### src/rtl/teller_dispatch_arbiter.sv
// ============================================================================
// Module  : teller_dispatch_arbiter
// Brief   : Round-robin dispatch of the head-of-queue customer to a free
//           teller. Confirms departure on the front photocell and issues dec.
//           Optional macro DISPATCH_STATS_EN enables saturating dispatch and
//           no-show counters.
// Revision: 1.0 - initial release
// ============================================================================
`default_nettype none

module teller_dispatch_arbiter #(
    parameter int N       = 3,
    parameter int T       = 3,
    parameter int TIMEOUT = 15
) (
    input  logic           clk,
    input  logic           rst,
    input  logic [1:0]     Tcount,
    input  logic [N-1:0]   Pcount,
    input  logic           front_pulse,
    input  logic [T-1:0]   t_done,
    output logic           call_valid,
    output logic [1:0]     call_id,
    output logic [T-1:0]   t_grant,
    output logic           dec,
    output logic [T-1:0]   busy,
    output logic           no_show,
    output logic [7:0]     served_cnt,
    output logic [7:0]     noshow_cnt
);

    localparam int         c_TW      = $clog2(TIMEOUT);
    localparam logic [0:0] c_ST_IDLE = 1'b0;
    localparam logic [0:0] c_ST_CALL = 1'b1;

    logic [0:0]     r_state;
    logic [c_TW-1:0] r_timer;
    logic [1:0]     r_rr;
    logic           r_call_valid;
    logic [1:0]     r_call_id;
    logic [T-1:0]   r_grant;
    logic           r_dec;
    logic [T-1:0]   r_busy;
    logic           r_no_show;

    logic [T-1:0]   w_elig;
    logic [T-1:0]   w_onehot;
    logic [1:0]     w_sel;
    logic [1:0]     w_idx;
    logic           w_any;
    logic           w_in_call;
    logic           w_abort;
    logic           w_confirm;
    logic           w_timeout;

    generate
        for (genvar g = 0; g < T; g++) begin : g_elig
            assign w_elig[g] = (Tcount > 2'(g)) && !r_busy[g];
        end
    endgenerate

    // Scan downward so the nearest eligible teller after the pointer wins.
    always_comb begin
        w_any = 1'b0;
        w_sel = 2'd0;
        w_idx = 2'd0;
        for (int k = T; k >= 1; k--) begin
            w_idx = 2'((int'(r_rr) + k) % T);
            if (w_elig[w_idx]) begin
                w_any = 1'b1;
                w_sel = w_idx;
            end
        end
    end

    always_comb begin
        w_onehot = '0;
        for (int i = 0; i < T; i++) begin
            w_onehot[i] = (w_sel == 2'(i));
        end
    end

    assign w_in_call = (r_state == c_ST_CALL);
    assign w_abort   = w_in_call && (Pcount == '0);
    assign w_confirm = w_in_call && !w_abort && front_pulse;
    assign w_timeout = w_in_call && !w_abort && !front_pulse &&
                       (r_timer == c_TW'(TIMEOUT - 1));

    always_ff @(posedge clk or negedge rst) begin
        if (!rst) begin
            r_state      <= c_ST_IDLE;
            r_timer      <= '0;
            r_rr         <= 2'(T - 1);
            r_call_valid <= 1'b0;
            r_call_id    <= 2'd0;
            r_grant      <= '0;
            r_dec        <= 1'b0;
            r_busy       <= '0;
            r_no_show    <= 1'b0;
        end else begin
            r_dec     <= 1'b0;
            r_no_show <= 1'b0;
            // A confirm sets the called teller's bit after any same-cycle t_done.
            r_busy    <= (r_busy & ~t_done) | (w_confirm ? r_grant : '0);
            case (r_state)
                c_ST_IDLE: begin
                    if ((Pcount != '0) && w_any) begin
                        r_state      <= c_ST_CALL;
                        r_call_valid <= 1'b1;
                        r_call_id    <= w_sel;
                        r_grant      <= w_onehot;
                        r_rr         <= w_sel;
                        r_timer      <= '0;
                    end
                end
                c_ST_CALL: begin
                    r_timer <= r_timer + 1'b1;
                    if (w_abort || w_confirm || w_timeout) begin
                        r_state      <= c_ST_IDLE;
                        r_call_valid <= 1'b0;
                        r_grant      <= '0;
                        r_timer      <= '0;
                        r_dec        <= w_confirm || w_timeout;
                        r_no_show    <= w_timeout;
                    end
                end
                default: r_state <= c_ST_IDLE;
            endcase
        end
    end

    assign call_valid = r_call_valid;
    assign call_id    = r_call_id;
    assign t_grant    = r_grant;
    assign dec        = r_dec;
    assign busy       = r_busy;
    assign no_show    = r_no_show;

`ifdef DISPATCH_STATS_EN
    logic [7:0] r_served;
    logic [7:0] r_noshow;

    always_ff @(posedge clk or negedge rst) begin
        if (!rst) begin
            r_served <= 8'd0;
            r_noshow <= 8'd0;
        end else begin
            if (w_confirm && (r_served != 8'hFF)) r_served <= r_served + 8'd1;
            if (w_timeout && (r_noshow != 8'hFF)) r_noshow <= r_noshow + 8'd1;
        end
    end

    assign served_cnt = r_served;
    assign noshow_cnt = r_noshow;
`else
    assign served_cnt = 8'd0;
    assign noshow_cnt = 8'd0;
`endif

endmodule

`default_nettype wire

### config.mk
export PLATFORM = sky130hd
export DESIGN_NAME = teller_dispatch_arbiter
export DESIGN_NICKNAME = d
export VERILOG_FILES = /design/src/rtl/teller_dispatch_arbiter.sv
export SDC_FILE = /design/constraint.sdc
export NUM_CORES = 1
export LEC_CHECK = 0
export ABC_AREA = 0
export CAP_MARGIN = 0
export CORE_MARGIN = 4
export CORE_UTILIZATION = 30
export DETAILED_ROUTE_END_ITERATION = 16
export PLACE_DENSITY = 0.58
export SYNTH_ARGS = -nofsm -noshare
export SYNTH_HDL_FRONTEND = slang
export SYNTH_SLANG_ARGS = --single-unit
### constraint.sdc
create_clock -name clk -period 3.8 [get_ports clk]
set_input_delay 1.14 -clock clk [delete_from_list [all_inputs] [get_ports clk]]
set_output_delay 1.14 -clock clk [all_outputs]
set_load 0.02 [all_outputs]
---- Word level (Yosys, flattened, before mapping) ----
Index checks and enable logic that the tools add are counted.
storage, ports and cells
  flip-flop bits (word level) ............. 18
cells by class
  bitwise logic cells ..................... 4
  magnitude comparators ................... 6
  add/sub/neg operators ................... 4
  multiplexer cells ....................... 29
  reduce and logical (&&, ||, !) cells .... 22
  div/mod/pow operators ................... 3
  equal/unequal tests ..................... 5
operators by type and width
  operator                                             count
  modulo 32 x 3 -> 32 bit (second input constant)      3
  two-way mux 1 bit                                    14
  logical AND 1 bit                                    9
  < comparator 2 x 3 -> 1 bit (second input constant)  3
  two-way mux 3 bit                                    3
  two-way mux 4 bit                                    2
  case mux 4 bit (2 select lines)                      1
  adder 2 x 2 -> 3 bit (second input constant)         2
  binary-select mux 1 bit (select 2 bit)               3
  two-way mux 2 bit                                    3
  case mux 3 bit (2 select lines)                      1
  logical NOT 1 bit                                    5
  adder 4 x 1 -> 4 bit (second input constant)         1
  equality test 4 bit (second input constant)          1
  > comparator 2 x 1 -> 1 bit (second input constant)  2
  case mux 1 bit (2 select lines)                      2
  AND reduction 2 bit                                  2
  adder 2 x 1 -> 3 bit (second input constant)         1
  AND 3 bit                                            1
  logical NOT 3 bit                                    1
  logical OR 1 bit                                     3
  NOT 3 bit                                            1
  OR 3 bit                                             1
  nonzero test 3 bit                                   1
  other kinds (7)                                      7

---- Depth between registers and ports, before layout ----
  word-level depth ........................ 10
  depth in mapped cells ................... 7
  gate-level depth less buffers ........... 7

---- Least setup slack after synthesis ----
No wires, ideal clock.
  path kind ............................... input -> register
  start ................................... input Pcount[1]
  end ..................................... register r_dec, in the netlist dec
  setup time .............................. 127 ps
  path slack .............................. 1520 ps
  data required time ...................... 3673 ps
  stages .................................. 3
  data arrival time ....................... 2152 ps
  cell sequence ........................... or3_2 > and3_1 > or2_2
on the way
  word-level cells in the longest chain between the ends .. 9
  elaborated cells on any way between the ends .. 12
  classes of those cells .................. mux: 2; reduce/logical: 10
ends and longest elaborated chain
  what                                                          line      source
  start: declaration                                            19        input logic [N-1:0] Pcount,
  logical NOT 3 bit (*)                                         84        assign w_abort = w_in_call && (Pcount == '0);
  logical AND 1 bit (*)                                         84
  logical NOT 1 bit                                             85, 86
  logical AND 1 bit                                             85, 86
  logical AND 1 bit, on equally long branches                   86, 85
  logical AND 1 bit / logical OR 1 bit (equally long branches)  86, 118
  logical OR 1 bit, on equally long branches                    123, 118
  two-way mux 1 bit (*)                                         118       if (w_abort || w_confirm || w_timeout) begin
  two-way mux 1 bit (*)                                         105       case (r_state)
  end signal: assignment                                        123       r_dec <= w_confirm || w_timeout;
  end: declaration                                              42        logic r_dec;
Every way passes the cells marked *; elsewhere a longest branch is shown, timed or not.
A chain may end at the register's enable or synchronous reset.

---- Final worst setup path ----
  start ................................... input Tcount[0]
  end ..................................... register r_call_id[1], in the netlist call_id[1]
on the way
  word-level cells in the longest chain between the ends .. 9
  elaborated cells on any way between the ends .. 20
  classes of those cells .................. order compare: 3; mux: 12; reduce/logical: 5
ends and longest elaborated chain
  what                                                                      line  source
  start: declaration                                                        18    input logic [1:0] Tcount,
  > comparator 2 x 1 -> 1 bit / > comparator 2 bit (equally long branches)  58    assign w_elig[g] = (Tcount > 2'(g)) && !r_busy[g];
  logical AND 1 bit                                                         58
  binary-select mux 1 bit (select 2 bit)                                    69    if (w_elig[w_idx]) begin
  two-way mux 1 bit (not written as such)                                   69
  two-way mux 1 bit (3 in series)                                           69
  logical AND 1 bit                                                         107   if ((Pcount != '0) && w_any) begin
  AND reduction 2 bit (no line)                                             -
  end signal: assignment                                                    110   r_call_id <= w_sel;
  end: declaration                                                          40    logic [1:0] r_call_id;
Parallel ways exist; a longest one is shown, timed or not. The select of a mux whose other input is x is not followed.

==> results.yml <==
final_layout:
  final_area_um2: 1290
  fillers: 358
  area_delta_synth_final_pct: 20.5
  drive_gt1_frac: 0.105
  utilization: 0.379
  final_nets: 149
  antenna_cells: 0
drt:
  finalWirelength_um: 2110
  drt_iter0_markers: 29
  viasPerCell: 4.32
  post_drt_wl_per_cell_um: 11.8
  dr.pass1.iters: 4
  drc_errors: 0
  postRouteAntennaNets: 0
  vias: 773
synthesis:
  synth_edf_count: 0
  synth.avg_cell_area_um2: 9.62
  synthFlopType: "dfrtp_1"
  syn_inst: 111
  synthDominantCellAreaShare: 0.375
  yosys_register_bits: 17
  synth_area_leader_cell: "dfrtp_1"
  ys.warnings.count: 0
  yosysSeqAreaShare: 0.400
  mappedNetlistArea_um2: 1070
  ys_types: 37
  ys_top_cells_by_area: "dfrtp_1 38%, buf_4 12%, mux2i_1 5.6%"
  async_reset_ff_frac: 1.00
placement:
  gp_congestion: 0.773
  dp_slack_ns: 0.879
  portBuffers: 21
  place_area_um2: 1260
  hpwl_um: 1660
min_path:
  worstHoldPathCells: 2
  hold_class: "reg -> reg"
  min_from: "r_rr[1]"
worst_setup_path:
  critPathRequiredTime_ns: 4.01
  path_cells: "clkdlybuf4s50_1 > nand2b_4 > a211oi_2 > o221ai_2 > nor3_4 > mux2i_1"
  reg2reg_slack_ns: 1.78
  critPathLaunch: "Tcount[0]"
  end_kind: "flop"
  cp_num_cells: 6
  arrival_ns: 2.81
  rr_worst_depth: 7
  path_class: "in -> reg"
  cp_slowest_cell: "clkdlybuf4s50_1"
  cp-endpoint: "call_id[1]"
  critPathMaxStageDelay_ns: 0.55
  worstPathMaxFanout: 7
  critPathTopFamily: "buffers and inverters"
  regToRegEndpoint: "call_id[1]"
  r2r_start: "r_rr[0]"
  cp-start-kind: "input pin"
  worst-path-buf-inv: 1
clocking:
  cts_max_level: 1
  post_cts_buffers: 0
  cts_resized: 0
  cts.sinks: 17
  hold_buffers: 0
  cts_tree: "yes"
  cts-buffers-inserted: 3
  clk_path_buf_depth: 2
  insertion_delay_ns: 0.28
  clkTransAtPathRegs_ns: 0.09
  cts-root-buf: "clkbuf_4"
power:
  ir_drop_mv: 0.235
  powerDensity_nw_per_um2: 622
  leakagePower_nw: 0.564
  power_mw: 0.800
floorplan:
  die_y_um: 67.6
  die_x_um: 67.6
  io_pins: 38
  rows: 21
  dieArea_um2: 4580
  initial_utilization: 0.315
  core_um2: 3390
sta:
  grt_setup_unrepaired: "no"
  setup_violations: 0
  fin_crit_sh: 0.684
  fin_crit_ns: 2.60
  fmax_ghz: 0.385
  clock_skew_ns: 0.000452
  finalWorstSetupSlack_ns: 1.20
  tightest_slew_ns: 0.749
  drv_slew: 0
  tns_ns: 0
  slew_headroom: 0.499
  finalHoldViolations: 0
status:
  status: "completed"
grt:
  grt_overflow: 0
  antenna_found_initial: 0
  grt_pass1_wl_um: 3530
  grt_max_degree: 18
  grt_pass1_vias: 777
  grt_usage: 0.102
flow_run:
  cap_violations: 0
==> worst min path at each step <==
stage / slack (ns) / endpoint
final: 0.50 / r_rr[1]
after global routing: 0.54 / r_rr[1]
after CTS: 0.51 / r_rr[1]
after detailed placement: 0.49 / r_rr[1]
after global placement: 0.49 / call_valid
after floorplan: 0.47 / r_rr[1]
==> cells by family (layout without fill, tap and decap cells) <==
logic type,after synthesis,after routing,synth area share
compound gates,23,23,0.155
other cells,1,16,0.00351
mux,6,6,0.0563
simple gates,31,31,0.166
fa+ha+maj,5,5,0.0563
buf+inv,27,34,0.155
xor+xnor,1,1,0.00821
flops,17,17,0.400
==> cells in the final DEF, fill, tap and decap left out, types with 2 or more instances in the layout <==
cell / n
a21oi_1: 2
clkbuf_4: 3
clkdlybuf4s50_1: 21
conb_1: 16
dfrtp_1: 16
ha_1: 4
inv_1: 9
mux2i_1: 6
nand2_1: 11
nand3_1: 4
nand3b_1: 2
nor2_1: 2
nor2b_1: 2
nor3_1: 2
o211ai_1: 2
o21ai_0: 9
==> per-layer routing <==
metal  track usage  share of wire
met4        0.0380         0.0066
met1         0.141           0.47
met2         0.162           0.48
met5             0              0
met3        0.0150          0.049
==> Yosys cell counts, types with 2 or more instances <==
cell / instances
a21oi_1: 2
buf_4: 17
dfrtp_1: 16
ha_1: 4
inv_1: 9
mux2i_1: 6
nand2_1: 11
nand3_1: 4
nand3b_1: 2
nor2_1: 2
nor2b_1: 2
nor3_1: 2
o211ai_1: 2
o21ai_0: 9
==> state kept, by name (all words and copies together) (netlist names) <==
name        cells
no_show         1
r_rr            2
t_grant         3
r_timer         4
call_id         1
busy            3
call_valid      1
dec             1
r_state         1
==> cell type report <==
type                            instances  area (µm²)  share of cell area
Sequential cell                        17         427               0.332
Tap cell                               46        57.6              0.0447
Clock buffer                            4        26.3              0.0204
Multi-Input combinational cell         82         532               0.413
Inverter                                9        33.8              0.0263
Timing Repair Buffer                   21         210               0.163
==> where the power goes <==
part / internal [mW] / switching (mW)
clock network: 0.0407 / 0.0543
logic: 0.185 / 0.217
registers: 0.238 / 0.0643
total: 0.464 / 0.336
==> stage by stage <==
stage                     hold slack, ns  instances
after detailed placement           0.492        175
after global routing               0.538        179
after floorplan                    0.471        126
after CTS                          0.508        179
after global placement             0.488        175
final                              0.503        179
==> worst min-delay path, delay by kind of cell (launching register included) <==
kind | cells | cell delay (ns)
mux | 1 | 0.06
buf+inv | 1 | 0.06
flops | 1 | 0.38
(Power assumes the default switching activity.)
